### src/rtl/eth_tx_sched.sv
// Round-robin packet scheduler feeding eth_tx: streams one source's payload into
// the tx FIFO, pads/truncates to legal length, then waits out the frame and IPG.

module eth_tx_sched_lane (
  input  logic       xfer_i,
  input  logic       grant_i,
  input  logic       valid_i,
  input  logic       last_i,
  input  logic [7:0] data_i,
  output logic       ready_o,
  output logic       acc_o,
  output logic       last_o,
  output logic [7:0] data_o
);
  assign ready_o = xfer_i & grant_i;
  assign acc_o   = ready_o & valid_i;
  assign last_o  = acc_o & last_i;
  assign data_o  = acc_o ? data_i : 8'h00;
endmodule

module eth_tx_sched #(
  parameter int pNUM_SRC     = 2,
  parameter int pMIN_PAYLOAD = 46,
  parameter int pMAX_PAYLOAD = 1500,
  parameter int pIPG_CYCLES  = 48,
  parameter int pTX_TIMEOUT  = 4096
) (
  input  logic                  Clk,
  input  logic                  Rst,
  input  logic [8*pNUM_SRC-1:0] Src_Data,
  input  logic [pNUM_SRC-1:0]   Src_Valid,
  input  logic [pNUM_SRC-1:0]   Src_Last,
  output logic [pNUM_SRC-1:0]   Src_Ready,
  output logic [pNUM_SRC-1:0]   Grant,
  output logic [7:0]            Eth_Byte,
  output logic                  Eth_Byte_Valid,
  output logic                  Eth_Pkt_Rdy,
  input  logic                  Tx_En,
  output logic                  Busy,
  output logic                  Err_Oversize,
  output logic                  Err_Timeout
);
  localparam int CW = $clog2(pMAX_PAYLOAD + 1);
  localparam int TW = $clog2(pTX_TIMEOUT + 1);
  localparam int IW = (pNUM_SRC > 1) ? $clog2(pNUM_SRC) : 1;

  typedef enum logic [2:0] {IDLE, LOAD, DRAIN, PAD, START, WAIT_RISE, WAIT_FALL, IPG} state_t;

  state_t               state_q, state_d;
  logic [pNUM_SRC-1:0]  grant_q, grant_d;
  logic [IW-1:0]        last_q, last_d;
  logic [CW-1:0]        cnt_q, cnt_d, cnt_inc;
  logic [TW-1:0]        tmr_q, tmr_d;
  logic [7:0]           byte_q, byte_d;
  logic                 vld_q, vld_d, rdy_q, rdy_d, ovr_q, ovr_d, to_q, to_d;

  logic                         xfer, acc, last_acc, found;
  logic [pNUM_SRC-1:0]          lane_acc, lane_last;
  logic [pNUM_SRC-1:0][7:0]     lane_data;
  logic [7:0]                   sel_data;

  assign xfer = (state_q == LOAD) || (state_q == DRAIN);

  for (genvar i = 0; i < pNUM_SRC; i++) begin : g_lane
    eth_tx_sched_lane u_lane (
      .xfer_i  (xfer),
      .grant_i (grant_q[i]),
      .valid_i (Src_Valid[i]),
      .last_i  (Src_Last[i]),
      .data_i  (Src_Data[8*i +: 8]),
      .ready_o (Src_Ready[i]),
      .acc_o   (lane_acc[i]),
      .last_o  (lane_last[i]),
      .data_o  (lane_data[i])
    );
  end

  always_comb begin
    sel_data = 8'h00;
    for (int i = 0; i < pNUM_SRC; i++) sel_data = sel_data | lane_data[i];
  end

  assign acc      = |lane_acc;
  assign last_acc = |lane_last;
  assign cnt_inc  = (cnt_q == CW'(pMAX_PAYLOAD)) ? cnt_q : cnt_q + CW'(1);

  always_comb begin
    state_d = state_q;
    grant_d = grant_q;
    last_d  = last_q;
    cnt_d   = cnt_q;
    tmr_d   = tmr_q;
    byte_d  = 8'h00;
    vld_d   = 1'b0;
    rdy_d   = 1'b0;
    ovr_d   = 1'b0;
    to_d    = 1'b0;
    found   = 1'b0;
    case (state_q)
      IDLE: if (|Src_Valid) begin
        // scan starts one past the previous owner so every requester gets a turn
        grant_d = '0;
        for (int k = 1; k <= pNUM_SRC; k++)
          for (int i = 0; i < pNUM_SRC; i++)
            if (!found && Src_Valid[i] && (i == (int'(last_q) + k) % pNUM_SRC)) begin
              grant_d[i] = 1'b1;
              found      = 1'b1;
            end
        cnt_d   = '0;
        state_d = LOAD;
      end
      LOAD: if (acc) begin
        byte_d = sel_data;
        vld_d  = 1'b1;
        cnt_d  = cnt_inc;
        if (last_acc)
          state_d = (cnt_inc < CW'(pMIN_PAYLOAD)) ? PAD : START;
        else if (cnt_inc == CW'(pMAX_PAYLOAD))
          state_d = DRAIN;
      end
      DRAIN: if (last_acc) begin
        ovr_d   = 1'b1;
        state_d = START;
      end
      PAD: begin
        vld_d = 1'b1;
        cnt_d = cnt_inc;
        if (cnt_inc >= CW'(pMIN_PAYLOAD)) state_d = START;
      end
      START: begin
        rdy_d   = 1'b1;
        tmr_d   = '0;
        state_d = WAIT_RISE;
      end
      WAIT_RISE: begin
        if (Tx_En) begin
          tmr_d   = '0;
          state_d = WAIT_FALL;
        end else if (tmr_q == TW'(pTX_TIMEOUT - 1)) begin
          to_d    = 1'b1;
          tmr_d   = '0;
          state_d = IPG;
        end else tmr_d = tmr_q + TW'(1);
      end
      WAIT_FALL: begin
        // the cycle that sees Tx_En low is the first gap cycle
        if (!Tx_En) begin
          tmr_d   = TW'(1);
          state_d = IPG;
        end else if (tmr_q == TW'(pTX_TIMEOUT - 1)) begin
          to_d    = 1'b1;
          tmr_d   = '0;
          state_d = IPG;
        end else tmr_d = tmr_q + TW'(1);
      end
      IPG: begin
        if (tmr_q >= TW'(pIPG_CYCLES - 1)) begin
          for (int i = 0; i < pNUM_SRC; i++)
            if (grant_q[i]) last_d = IW'(i);
          grant_d = '0;
          state_d = IDLE;
        end else tmr_d = tmr_q + TW'(1);
      end
      default: state_d = IDLE;
    endcase
  end

  always_ff @(posedge Clk or posedge Rst) begin
    if (Rst) begin
      state_q <= IDLE;
      grant_q <= '0;
      last_q  <= IW'(pNUM_SRC - 1);
      cnt_q   <= '0;
      tmr_q   <= '0;
      byte_q  <= 8'h00;
      vld_q   <= 1'b0;
      rdy_q   <= 1'b0;
      ovr_q   <= 1'b0;
      to_q    <= 1'b0;
    end else begin
      state_q <= state_d;
      grant_q <= grant_d;
      last_q  <= last_d;
      cnt_q   <= cnt_d;
      tmr_q   <= tmr_d;
      byte_q  <= byte_d;
      vld_q   <= vld_d;
      rdy_q   <= rdy_d;
      ovr_q   <= ovr_d;
      to_q    <= to_d;
    end
  end

  assign Grant          = grant_q;
  assign Eth_Byte       = byte_q;
  assign Eth_Byte_Valid = vld_q;
  assign Eth_Pkt_Rdy    = rdy_q;
  assign Err_Oversize   = ovr_q;
  assign Err_Timeout    = to_q;
  assign Busy           = (state_q != IDLE);
endmodule
### config.mk
export PLATFORM = sky130hd
export DESIGN_NAME = eth_tx_sched
export DESIGN_NICKNAME = d
export VERILOG_FILES = /design/src/rtl/eth_tx_sched.sv
export SDC_FILE = /design/constraint.sdc
export NUM_CORES = 1
export LEC_CHECK = 0
export CORE_UTILIZATION = 35
export CTS_CLUSTER_DIAMETER = 150
export CTS_CLUSTER_SIZE = 30
export DETAILED_ROUTE_END_ITERATION = 10
export GPL_ROUTABILITY_DRIVEN = 0
export PLACE_DENSITY = 0.67
export SLEW_MARGIN = 40
export SYNTH_ARGS = -nofsm -noshare
export SYNTH_HDL_FRONTEND = slang
export SYNTH_SLANG_ARGS = --single-unit
### constraint.sdc
create_clock -name Clk -period 4.53 [get_ports Clk]
set_clock_uncertainty 0.1 [all_clocks]
set_input_delay 0.906 -clock Clk [delete_from_list [all_inputs] [get_ports Clk]]
set_output_delay 0.906 -clock Clk [all_outputs]
set_load 0.03 [all_outputs]
# Yosys cells after proc, flatten, opt, wreduce, memory -nomap -nowiden
# Index checks and enable logic that the tools add are counted.
[classes] shifts=0 eq_ne=19 n_lt_le_gt_ge=3 n_addsub=4 n_mul=0 div=0 n_mux=51 bitwise_logic=9 n_reduce_logical=27
[op_table] op="zero test 32 bit" count=2
[op_table] op="2-to-1 mux 13 bit" count=4
[op_table] op="case mux 13 bit (4 select lines)" count=1
[op_table] op="2-to-1 mux 11 bit" count=3
[op_table] op="2-to-1 mux 3 bit" count=11
[op_table] op="case mux 11 bit (3 select lines)" count=1
[op_table] op="2-to-1 mux 8 bit" count=4
[op_table] op="case mux 3 bit (8 select lines)" count=1
[op_table] op="== test 11 bit (second input constant)" count=2
[op_table] op="2-to-1 mux 1 bit" count=21
[op_table] op="adder 13 x 1 -> 13 bit (second input constant)" count=1
[op_table] op="== test 13 x 12 -> 1 bit (second input constant)" count=1
[op_table] op=">= comparator 13 x 6 -> 1 bit (second input constant)" count=1
[op_table] op="== test 3 bit (second input constant)" count=4
[op_table] op="inequality test 2 bit (second input constant)" count=6
[op_table] op="adder 11 x 1 -> 11 bit (second input constant)" count=1
[op_table] op=">= comparator 11 x 6 -> 1 bit (second input constant)" count=1
[op_table] op="less-than comparator 11 x 6 -> 1 bit (second input constant)" count=1
[op_table] op="AND reduction 3 bit" count=3
[op_table] op="OR 8 bit" count=1
[op_table] op="logical AND 1 bit" count=7
[op_table] op="bitwise AND 1 bit" count=6
[op_table] op="== test 3 x 2 -> 1 bit (second input constant)" count=2
[op_table] op="AND reduction 6 bit" count=1
[op_table] op="other kinds (16)" count=27
[totals] rom_bits=0 ram_bits=0 memories=0 latchBits=0 output_inout_bits=17 regBits=42

# Depth between registers and ports, before layout
# Gate-level depths: netlist (run 1).
[depth] ltp_word=25 depth_mapped=9

# Modules after synthesis
# Synthesis (run 1) repeated with hierarchy kept, for this count alone.
[hier_totals] cells_unflattened=330 area_unflattened_um2=2867.8
[by_module_without_submodules] module="eth_tx_sched" instances=1 cells_each=304 area_per_inst_um2=2650.0 seq_area_each_um2=1052.3
[by_module_without_submodules] module="eth_tx_sched_lane" instances=2 cells_each=13 area_per_inst_um2=108.9 seq_area_each_um2=0.0

# Least setup slack after synthesis (run 1)
# Ideal clock, no wire load.
[synth_path] path_kind="register -> register" startpoint="reg cnt_q[0]" endpoint="reg state_q[0]" required_ns=4.365 stages_incl_launch_ff=9 path_slack_ns=2.133 arrival_ns=2.232 setup_time_ns=0.065 period_less_slack_ns=2.397 cell_sequence="dfrtp_1 -> ha_1 -> clkbuf_1 -> nand2_1 -> or4_1 -> a21boi_1 -> o21ai_0 -> o31ai_1 -> o22a_1"
[synth_between] elab_chain_len=7 elab_cells_between_ends=13
[synth_lines] item="start, declared" line="52" text="logic [CW-1:0] cnt_q, cnt_d, cnt_inc;"
[synth_lines] item="start signal, assigned" line="184" text="cnt_q <= cnt_d;"
[synth_lines] item="adder 11 x 1 -> 11 bit or == test 11 bit (tied branches)" line="85" text="assign cnt_inc = (cnt_q == CW'(pMAX_PAYLOAD)) ? cnt_q : cnt_q + CW'(1);"
[synth_lines] item="2-to-1 mux 11 bit (*)" line="85"
[synth_lines] item="less-than comparator 11 x 6 -> 1 bit" line="117" text="state_d = (cnt_inc < CW'(pMIN_PAYLOAD)) ? PAD : START;"
[synth_lines] item="2-to-1 mux 3 bit" line="117"
[synth_lines] item="2-to-1 mux 3 bit" line="116" text="if (last_acc)"
[synth_lines] item="2-to-1 mux 3 bit" line="112" text="LOAD: if (acc) begin"
[synth_lines] item="case mux 3 bit (8 select lines)" line="99" text="case (state_q)"
[synth_lines] item="end signal, assigned" line="181" text="state_q <= state_d;"
[synth_lines] item="end, declared" line="49" text="state_t state_q, state_d;"
# Every way passes the cells marked *; elsewhere a longest branch is shown, timed or not. The select of a mux whose other input is x is not followed.
# A chain may end at the register's enable or synchronous reset.

# Worst setup path after layout (run 1)
[layout_path] startpoint="reg state_q[0]" endpoint="out Src_Ready[0]"
[layout_between] elab_chain_len=3 elab_cells_between_ends=4
[layout_lines] item="== test 3 x 1 -> 1 bit or == test 3 x 2 -> 1 bit (tied branches)" line="62" text="assign xfer = (state_q == LOAD) || (state_q == DRAIN);"
[layout_lines] item="logical OR 1 bit (*)" line="62"
[layout_lines] item="bitwise AND 1 bit (*)" line="15" text="assign ready_o = xfer_i & grant_i;"
[layout_lines] item="end, declared" line="33" text="output logic [pNUM_SRC-1:0] Src_Ready,"
# Every way passes the cells marked *; elsewhere a longest branch is shown, timed or not.

==> impl_metrics.json, run 1 <==
{
  "critical_path_required_ps": 3520,
  "max-cap-violations": 0,
  "synth_common_cells": "dfrtp_1 (41), nor2_1 (38), nand2_1 (20)",
  "ys.warnings.count": 0,
  "clkPwrFrac_pct": 18.2,
  "synthToLayoutAreaGrowth_pct": 19.87,
  "ys.flop_type": "dfrtp_1",
  "grt_first_pass_wirelength_um": 10240,
  "clkTransAtPathRegs_ps": 80,
  "worstPathArrival_ps": 2110,
  "max_freq_mhz": 320.5,
  "start_util_pct": 36.36,
  "finalNonFillerCells": 429,
  "rsz0062_at_grt": "false",
  "post_cts_resized": 0,
  "final_max_slew_viol_count": 0,
  "dieArea_mm2": 0.007927,
  "ys_seq_elements": 42,
  "power.switching_uw": 732.0,
  "yosysUniqueCellTypes": 57,
  "min_period_over_period_pct": 68.87,
  "top_layer": "met4",
  "synth_edf_count": 0,
  "path_max_fanout": 18,
  "syn_nets": 329,
  "antenna_found_initial": 0,
  "min_period_ps": 3120,
  "dpl.hpwl_um": 4484,
  "num_rows": 31,
  "placedCellCount": 421,
  "syn_inst": 302,
  "num_vias": 2418,
  "endpoint_kind": "output port",
  "p_seq_share_pct": 34.2,
  "synth_seq_area_share_pct": 39.69,
  "wl_met3_um": 450,
  "tritoncts": "built",
  "insertedDiodeCount": 0,
  "portBuffers": 39,
  "die_y_um": 89.04,
  "slew_headroom_pct": 51.97,
  "start_kind": "flip-flop",
  "crit_type": "reg2out",
  "wl_met1_um": 2860,
  "cts_root_buf": "clkbuf_8",
  "drcViolationCount": 0,
  "die_w_um": 89.04,
  "clock-sinks": 42,
  "power_density_mw_per_mm2": 516.1,
  "drt_wl_total_um": 6238,
  "nFillCells": 758,
  "cts_max_path_buffers": 2,
  "globalRoute.totalOverflow": 0,
  "power_leakage_uw": 0.001258,
  "final_layout_size_suffix_gt1_share_pct": 6.061,
  "finalSetupViolations": 0,
  "fin_tns_setup_ps": 0,
  "ir_drop_mv": 0.1788,
  "synth.most_common_cell": "dfrtp_1",
  "met2_length_um": 2846,
  "drtPass1Iterations": 5,
  "hold_buffers": 0,
  "hp-class": "reg2reg",
  "synthArstFlopShare_pct": 100.0,
  "core_mm2": 0.007292,
  "grt_use_total_pct": 16.64,
  "swShare_pct": 44.63,
  "cts_made_buffers": 5,
  "tightest_slew_ps": 715.6,
  "syn-cell-area_mm2": 0.002651,
  "grt_max_degree": 43,
  "grt_pass1_vias": 2213,
  "synth_top_area_share_pct": 38.70,
  "synth.largest_area_cell": "dfrtp_1",
  "hold_viol": 0,
  "syn_avg_cell_area_um2": 8.779,
  "p_comb_share_pct": 47.6,
  "vias_per_cell": 5.636,
  "wl_per_cell_um": 14.54,
  "ys_top_cells_by_area": "dfrtp_1 (39%), nor2_1 (5.4%), xnor2_1 (4.0%)",
  "ioPinCount": 40,
  "post-cts-setup-buffers": 0,
  "outcome": "finished clean",
  "internal_power_uw": 908.2,
  "h-tree-depth": 2,
  "clk_latency_ps": 300,
  "drt_iter0_drc": 234,
  "ant_nets": 0,
  "final_nets": 356
}
==> critical path: stages, from the launching register on <==
cell             delay [ps]
dfrtp_1                 700
xnor2_2                 200
nor3b_1                 220
clkdlybuf4s50_1         700
==> logic make-up after synthesis <==
family                     after synthesis  share of synthesized area (%)
DFF                                     42                          39.69
and+or+nand+nor                        122                          24.26
AOI/OAI and AO/OA                       89                          23.93
buffers and inverters                   32                          5.663
adders and majority gates                4                          1.888
xor gates and xnor gates                13                          4.578
==> power by group through the flow <==
stage | sequential [µW] | clock [µW] | combinational, µW
floorplan | 541 | 0 | 608
global placement | 562 | 0 | 764
detailed placement | 564 | 0 | 776
CTS | 557 | 307 | 781
global route | 577 | 323 | 859
finish | 561 | 298 | 782
==> flip-flops by register name (all words and copies together) (netlist names) <==
| name | cells |
|---|---|
| tmr_q | 13 |
| Err_Oversize | 1 |
| cnt_q | 11 |
| state_q | 3 |
| Err_Timeout | 1 |
| Eth_Byte_Valid | 1 |
| last_q | 1 |
| Eth_Byte | 8 |
| Grant | 2 |
| Eth_Pkt_Rdy | 1 |
==> worst paths after layout <==
path,from,end,slack (ps),depth (start not counted)
max reg2reg,state_q[0],cnt_q[10],1510,8
min in group asynchronous,Rst,tmr_q[10],940,3
max in group asynchronous,Rst,last_q,3010,3
min,tmr_q[3],tmr_q[3],430,1
max,state_q[0],Src_Ready[0],1410,3
min reg2reg,tmr_q[3],tmr_q[3],430,1
==> per-layer routing <==
metal	GRT usage, %	up-vias
met1	21.97	1161
met5	0	-
met3	4.801	8
met4	5.916	0
met2	26.08	90
li1	-	1159
==> layout make-up <==
cell class,count,area [µm²],share of cell area [%]
Clock buffer,6,72.57,2.283
Clock inverter,2,37.54,1.181
Inverter,12,45.04,1.417
Multi-Input combinational cell,228,1449,45.59
Sequential cell,42,1052,33.11
Tap cell,99,123.9,3.898
Timing Repair Buffer,40,397.9,12.52
==> cells in the final DEF, fill, tap and decap left out, drive strengths merged, types with 4 or more instances in the layout <==
master,synthesis,final
inv,11,10
nor4,4,4
o21ai,17,17
o211ai,4,4
nor2,38,38
ha,4,4
a31oi,9,9
clkbuf,8,6
xnor2,13,13
dfrtp,41,41
a22oi,9,9
nand2b,5,5
and3,9,9
nor3,9,9
nand4,6,6
a22o,8,8
a21oi,17,17
nand2,20,20
nand3,15,15
clkdlybuf4s50,0,39
==> metrics by stage <==
stage          power, µW  cell area [µm²]  setup slack [ps]  util [%]  hold WS [ps]
2_1_floorplan       1148             2651              2133         -         386.6
4_1_cts             1645             3178              1412     43.58         429.2
3_3_place_gp        1326             3068              1220     42.07         422.9
3_5_place_dp        1341             3068              1149     42.07         415.0
5_1_grt             1759             3178              1239     43.58         472.3
6_report            1640             3178              1410     43.58         434.5
(Power assumes the default switching activity.)
==> run 2: changes to the inputs <==
- PLACE_DENSITY: 0.67 -> 0.69
- clock period: 4.53 -> 2.57 ns (I/O delays scaled with it)
==> impl_metrics.json, run 2 (synthesized netlist as in run 1, its figures left out) <==
{
  "outcome": "finished clean",
  "insertedDiodeCount": 0,
  "wl_per_cell_um": 14.69,
  "clock-sinks": 42,
  "min_period_ps": 2479,
  "clkTransAtPathRegs_ps": 90,
  "slowest_delay_ps": 430,
  "max_freq_mhz": 403.5,
  "globalRoute.totalOverflow": 0,
  "final_max_slew_viol_count": 0,
  "ir_drop_mv": 0.2793,
  "critical_path_required_ps": 2680,
  "clk_latency_ps": 300,
  "grt_pass1_vias": 2381,
  "h-tree-depth": 2,
  "drtPass1Iterations": 4,
  "finalSetupViolations": 0,
  "rsz0062_at_grt": "false",
  "fin_tns_setup_ps": 0,
  "die_y_um": 89.04,
  "min_period_over_period_pct": 96.44,
  "dpl.hpwl_um": 4913,
  "dieArea_mm2": 0.007927,
  "tritoncts": "built",
  "worstPathArrival_ps": 2590,
  "core_mm2": 0.007292,
  "portBuffers": 39,
  "num_vias": 2493,
  "final_common_cell": "dfrtp_1",
  "path_max_fanout": 6,
  "endpoint_kind": "flip-flop",
  "synthToLayoutAreaGrowth_pct": 27.32,
  "drt_iter0_drc": 168,
  "final_util_pct": 46.29,
  "power_leakage_uw": 0.001376,
  "grt_max_degree": 26,
  "post-place-ws_ps": 1.519,
  "crit_chain": "inv_1 -> ha_1 -> and4bb_2 -> a2111oi_4 -> o221a_2 -> a31oi_1 -> o211ai_1 -> buf_4 -> o311ai_4 -> a211oi_2",
  "grt_use_total_pct": 17.77,
  "slew_headroom_pct": 50.38,
  "final_cell_mix": "dfrtp_1 (40), clkdlybuf4s50_1 (38), nor2_1 (37), buf_4 (23), nand2_1 (20)",
  "design_power_total_uw": 3144,
  "drt_wl_total_um": 6640,
  "cts_max_path_buffers": 2,
  "crit_slowest_cell": "dfrtp_2",
  "drcViolationCount": 0,
  "start_util_pct": 36.36,
  "max-cap-violations": 0,
  "hp-class": "reg2reg",
  "final_nets": 379,
  "num_rows": 31,
  "ant_nets": 0,
  "holdWs_ps": 443.8,
  "crit_buf_inv": 2,
  "largest_reg_flops": 13,
  "cts_root_buf": "clkbuf_8",
  "grt_first_pass_wirelength_um": 10930,
  "start_kind": "flip-flop",
  "vias_per_cell": 5.515,
  "fin_ws_ps": 91.45,
  "final_layout_size_suffix_gt1_share_pct": 12.75,
  "ioPinCount": 40,
  "cts_made_buffers": 5,
  "die_w_um": 89.04,
  "crit_family": "compound AO/OA/AOI/OAI gates",
  "hold_viol": 0,
  "antenna_found_initial": 0,
  "tightest_slew_ps": 739.7,
  "top_register": "tmr_q",
  "crit_type": "reg2reg",
  "power_density_mw_per_mm2": 931.5
}
==> run 2: cell count changes in the layout (fill, tap and decap cells not counted), sizes merged <==
cell           change
buf               +23
clkbuf             +1
clkdlybuf4s50      -1
clkinvlp           -1
dlymetal6s2s       +1
==> run 2: metal layers <==
layer / vias up / wire length (µm) / global-route usage, %
met5: - / 0 / 0
met3: 6 / 378 / 2.770
met2: 79 / 3180 / 31.47
li1: 1209 / - / -
met1: 1199 / 2991 / 22.02
met4: 0 / 89 / 6.205
==> run 2: what timing repair did <==
item / CTS / global route
hold buffers: 0 / 0
pin swaps: 0 / 2
gates resized for setup: 1 / 5
endpoints found under the setup margin: 2 / 4
setup buffers: 0 / 1
==> run 2: final timing paths <==
path,end,cells after the start,start,slack [ps]
min in group asynchronous,tmr_q[2],2,Rst,460
min reg2reg,tmr_q[3],1,tmr_q[3],440
min,tmr_q[3],1,tmr_q[3],440
max in group asynchronous,cnt_q[7],3,Rst,1390
max reg2reg,state_q[2],10,cnt_q[0],90
max,state_q[2],10,cnt_q[0],90
==> run 2: area by class of cell <==
| type | instances | area [µm²] |
|---|---|---|
| inverter | 12 | 45.04 |
| sequential | 42 | 1054 |
| multi-input combinational | 228 | 1461 |
| clock inverter | 1 | 30.03 |
| clock buffer | 7 | 76.32 |
| fill | 733 | 3916 |
| tap | 99 | 123.9 |
| timing repair buffer | 63 | 585.6 |
==> run 2: worst register-to-register path, cell delays in order (launching register included) <==
cell and delay (ps):
dfrtp_2 430, inv_1 80, ha_1 190, and4bb_2 260
a2111oi_4 400, o221a_2 250, a31oi_1 90, o211ai_1 100
buf_4 160, o311ai_4 100, a211oi_2 250
==> run 2: per-stage QoR <==
stage,cell area [µm²],cells
final,3376,452
after global routing,3376,452
after CTS,3353,451
after detailed placement,3246,443
after global placement,3246,443
after floorplan,2651,302
==> run 2: power by group <==
group / internal [µW] / total [µW] / switching [µW]
clock network: 291 / 523 / 232
logic: 707 / 1700 / 995
registers: 782 / 920 / 138
==> run 3: changes to the inputs <==
- CORE_MARGIN: default -> 2
- clock period: 2.57 -> 2.1 ns (I/O delays scaled with it)
==> impl_metrics.json, run 3 (synthesized netlist as in run 1, its figures left out) <==
{
  "start_util_pct": 36.36,
  "swShare_pct": 40.93,
  "vias_per_cell": 5.403,
  "internal_power_uw": 2626,
  "hold_buffers": 0,
  "die_w_um": 91.04,
  "hp-class": "in2async",
  "p_seq_share_pct": 24.4,
  "ioPinCount": 40,
  "drcViolationCount": 0,
  "dieArea_mm2": 0.008287,
  "grt_use_total_pct": 17.75,
  "num_rows": 31,
  "final_layout_size_suffix_gt1_share_pct": 29.98,
  "max-cap-violations": 0,
  "cts_root_buf": "clkbuf_8",
  "crit_buf_inv": 2,
  "outcome": "finished with violations",
  "drt_wl_total_um": 7294,
  "slew_headroom_pct": 73.36,
  "dpl.hpwl_um": 5484,
  "fin_tns_setup_ps": -838.9,
  "clkTransAtPathRegs_ps": 80,
  "crit_family": "compound AO/OA/AOI/OAI gates",
  "power.switching_uw": 1820,
  "violations": "negative setup slack",
  "worstPathArrival_ps": 2390,
  "finalSetupViolations": 10,
  "drtPass1Iterations": 4,
  "crit_slowest_cell": "dfrtp_2",
  "slowest_delay_ps": 410,
  "drt_iter0_drc": 201,
  "cts_max_path_buffers": 2,
  "min_period_ps": 2307,
  "clock-sinks": 42,
  "start_kind": "flip-flop",
  "globalRoute.totalOverflow": 0,
  "core_mm2": 0.007292,
  "tritoncts": "built",
  "final_cell_area_mm2": 0.003902,
  "crit_chain": "inv_2 -> ha_4 -> and4bb_4 -> a2111oi_4 -> o221a_2 -> a31oi_2 -> o211ai_1 -> buf_4 -> o311ai_4 -> o22a_1",
  "grt_first_pass_wirelength_um": 12270,
  "path_max_fanout": 4,
  "largest_reg_flops": 13,
  "ir_drop_mv": 0.5158,
  "max_freq_mhz": 433.5,
  "post-place-ws_ps": -407.2,
  "dpl_cell_area_mm2": 0.003650,
  "fin_ws_ps": -206.7,
  "final_max_slew_viol_count": 0,
  "synthToLayoutAreaGrowth_pct": 47.19,
  "endpoint_kind": "flip-flop",
  "min_period_over_period_pct": 109.8,
  "cts_made_buffers": 5,
  "grt_max_degree": 19,
  "hold_viol": 0,
  "power_leakage_uw": 0.001671,
  "final_nets": 433,
  "num_vias": 2734,
  "clkPwrFrac_pct": 15.0,
  "final_cell_mix": "buf_4 (78), dfrtp_1 (39), clkdlybuf4s50_1 (36), nor2_1 (35), nand2_1 (19)",
  "tightest_slew_ps": 399.2,
  "wl_per_cell_um": 14.42,
  "portBuffers": 39,
  "clk_latency_ps": 290,
  "grt_pass1_vias": 2678,
  "antenna_found_initial": 0,
  "h-tree-depth": 2,
  "top_register": "tmr_q",
  "power_density_mw_per_mm2": 1139,
  "rsz0062_at_grt": "true",
  "die_y_um": 91.04,
  "final_common_cell": "buf_4",
  "critical_path_required_ps": 2180,
  "crit_type": "reg2reg",
  "insertedDiodeCount": 0,
  "ant_nets": 0,
  "p_comb_share_pct": 60.6
}
==> run 3: cell type report <==
class	instances	area, µm²
clock inverters	1	30.03
inverters	12	45.04
fillers	671	3390
repair buffers	117	997.2
clock buffers	7	86.33
well taps	99	123.9
flip-flops and latches	42	1055
multi-input cells	228	1565
==> run 3: what timing repair did <==
item	in CTS	in global routing
resized for setup	7	18
pin swaps	7	6
endpoints found under the setup margin	11	27
cloned	0	0
setup buffers	5	0
==> run 3: per-stage QoR <==
stage	total power [µW]	std cells	hold slack, ps	utilization (%)
global route	4733	506	370.7	53.52
global placement	3563	493	405.6	50.05
finish	4446	506	314.8	53.52
CTS	4385	506	325.8	52.47
floorplan	2519	302	386.6	-
detailed placement	3628	493	421.1	50.05
==> run 3: worst reg2reg max path, cell delays in order, from the launching register on <==
cell and delay, ps:
dfrtp_2 410, inv_2 60, ha_4 150, and4bb_4 210
a2111oi_4 380, o221a_2 260, a31oi_2 90, o211ai_1 90
buf_4 150, o311ai_4 110, o22a_1 180
==> run 3: worst paths after layout <==
check	from	endpoint	slack (ps)	cells past startpoint
max in group asynchronous	Rst	cnt_q[10]	990	3
min in group Clk	Grant[1]	last_q	440	1
worst min-delay path	Rst	cnt_q[4]	310	2
worst max-delay path	cnt_q[0]	state_q[0]	-210	10
worst min register to register	Grant[1]	last_q	440	1
worst max register to register	cnt_q[0]	state_q[0]	-210	10
==> run 3: layer usage <==
metal	vias to the layer above	global-route usage (%)	wire, µm
met5	-	0	0
met4	0	4.419	43
met3	4	3.568	441
met2	86	28.89	3396
met1	1330	24.23	3413
li1	1314	-	-
==> run 3: power groups by stage <==
stage | logic (µW) | clock network (µW) | registers (µW)
detailed placement | 2530 | 0 | 1090
floorplan | 1340 | 0 | 1170
global route | 2910 | 712 | 1110
finish | 2690 | 666 | 1090
global placement | 2470 | 0 | 1090
CTS | 2620 | 687 | 1080
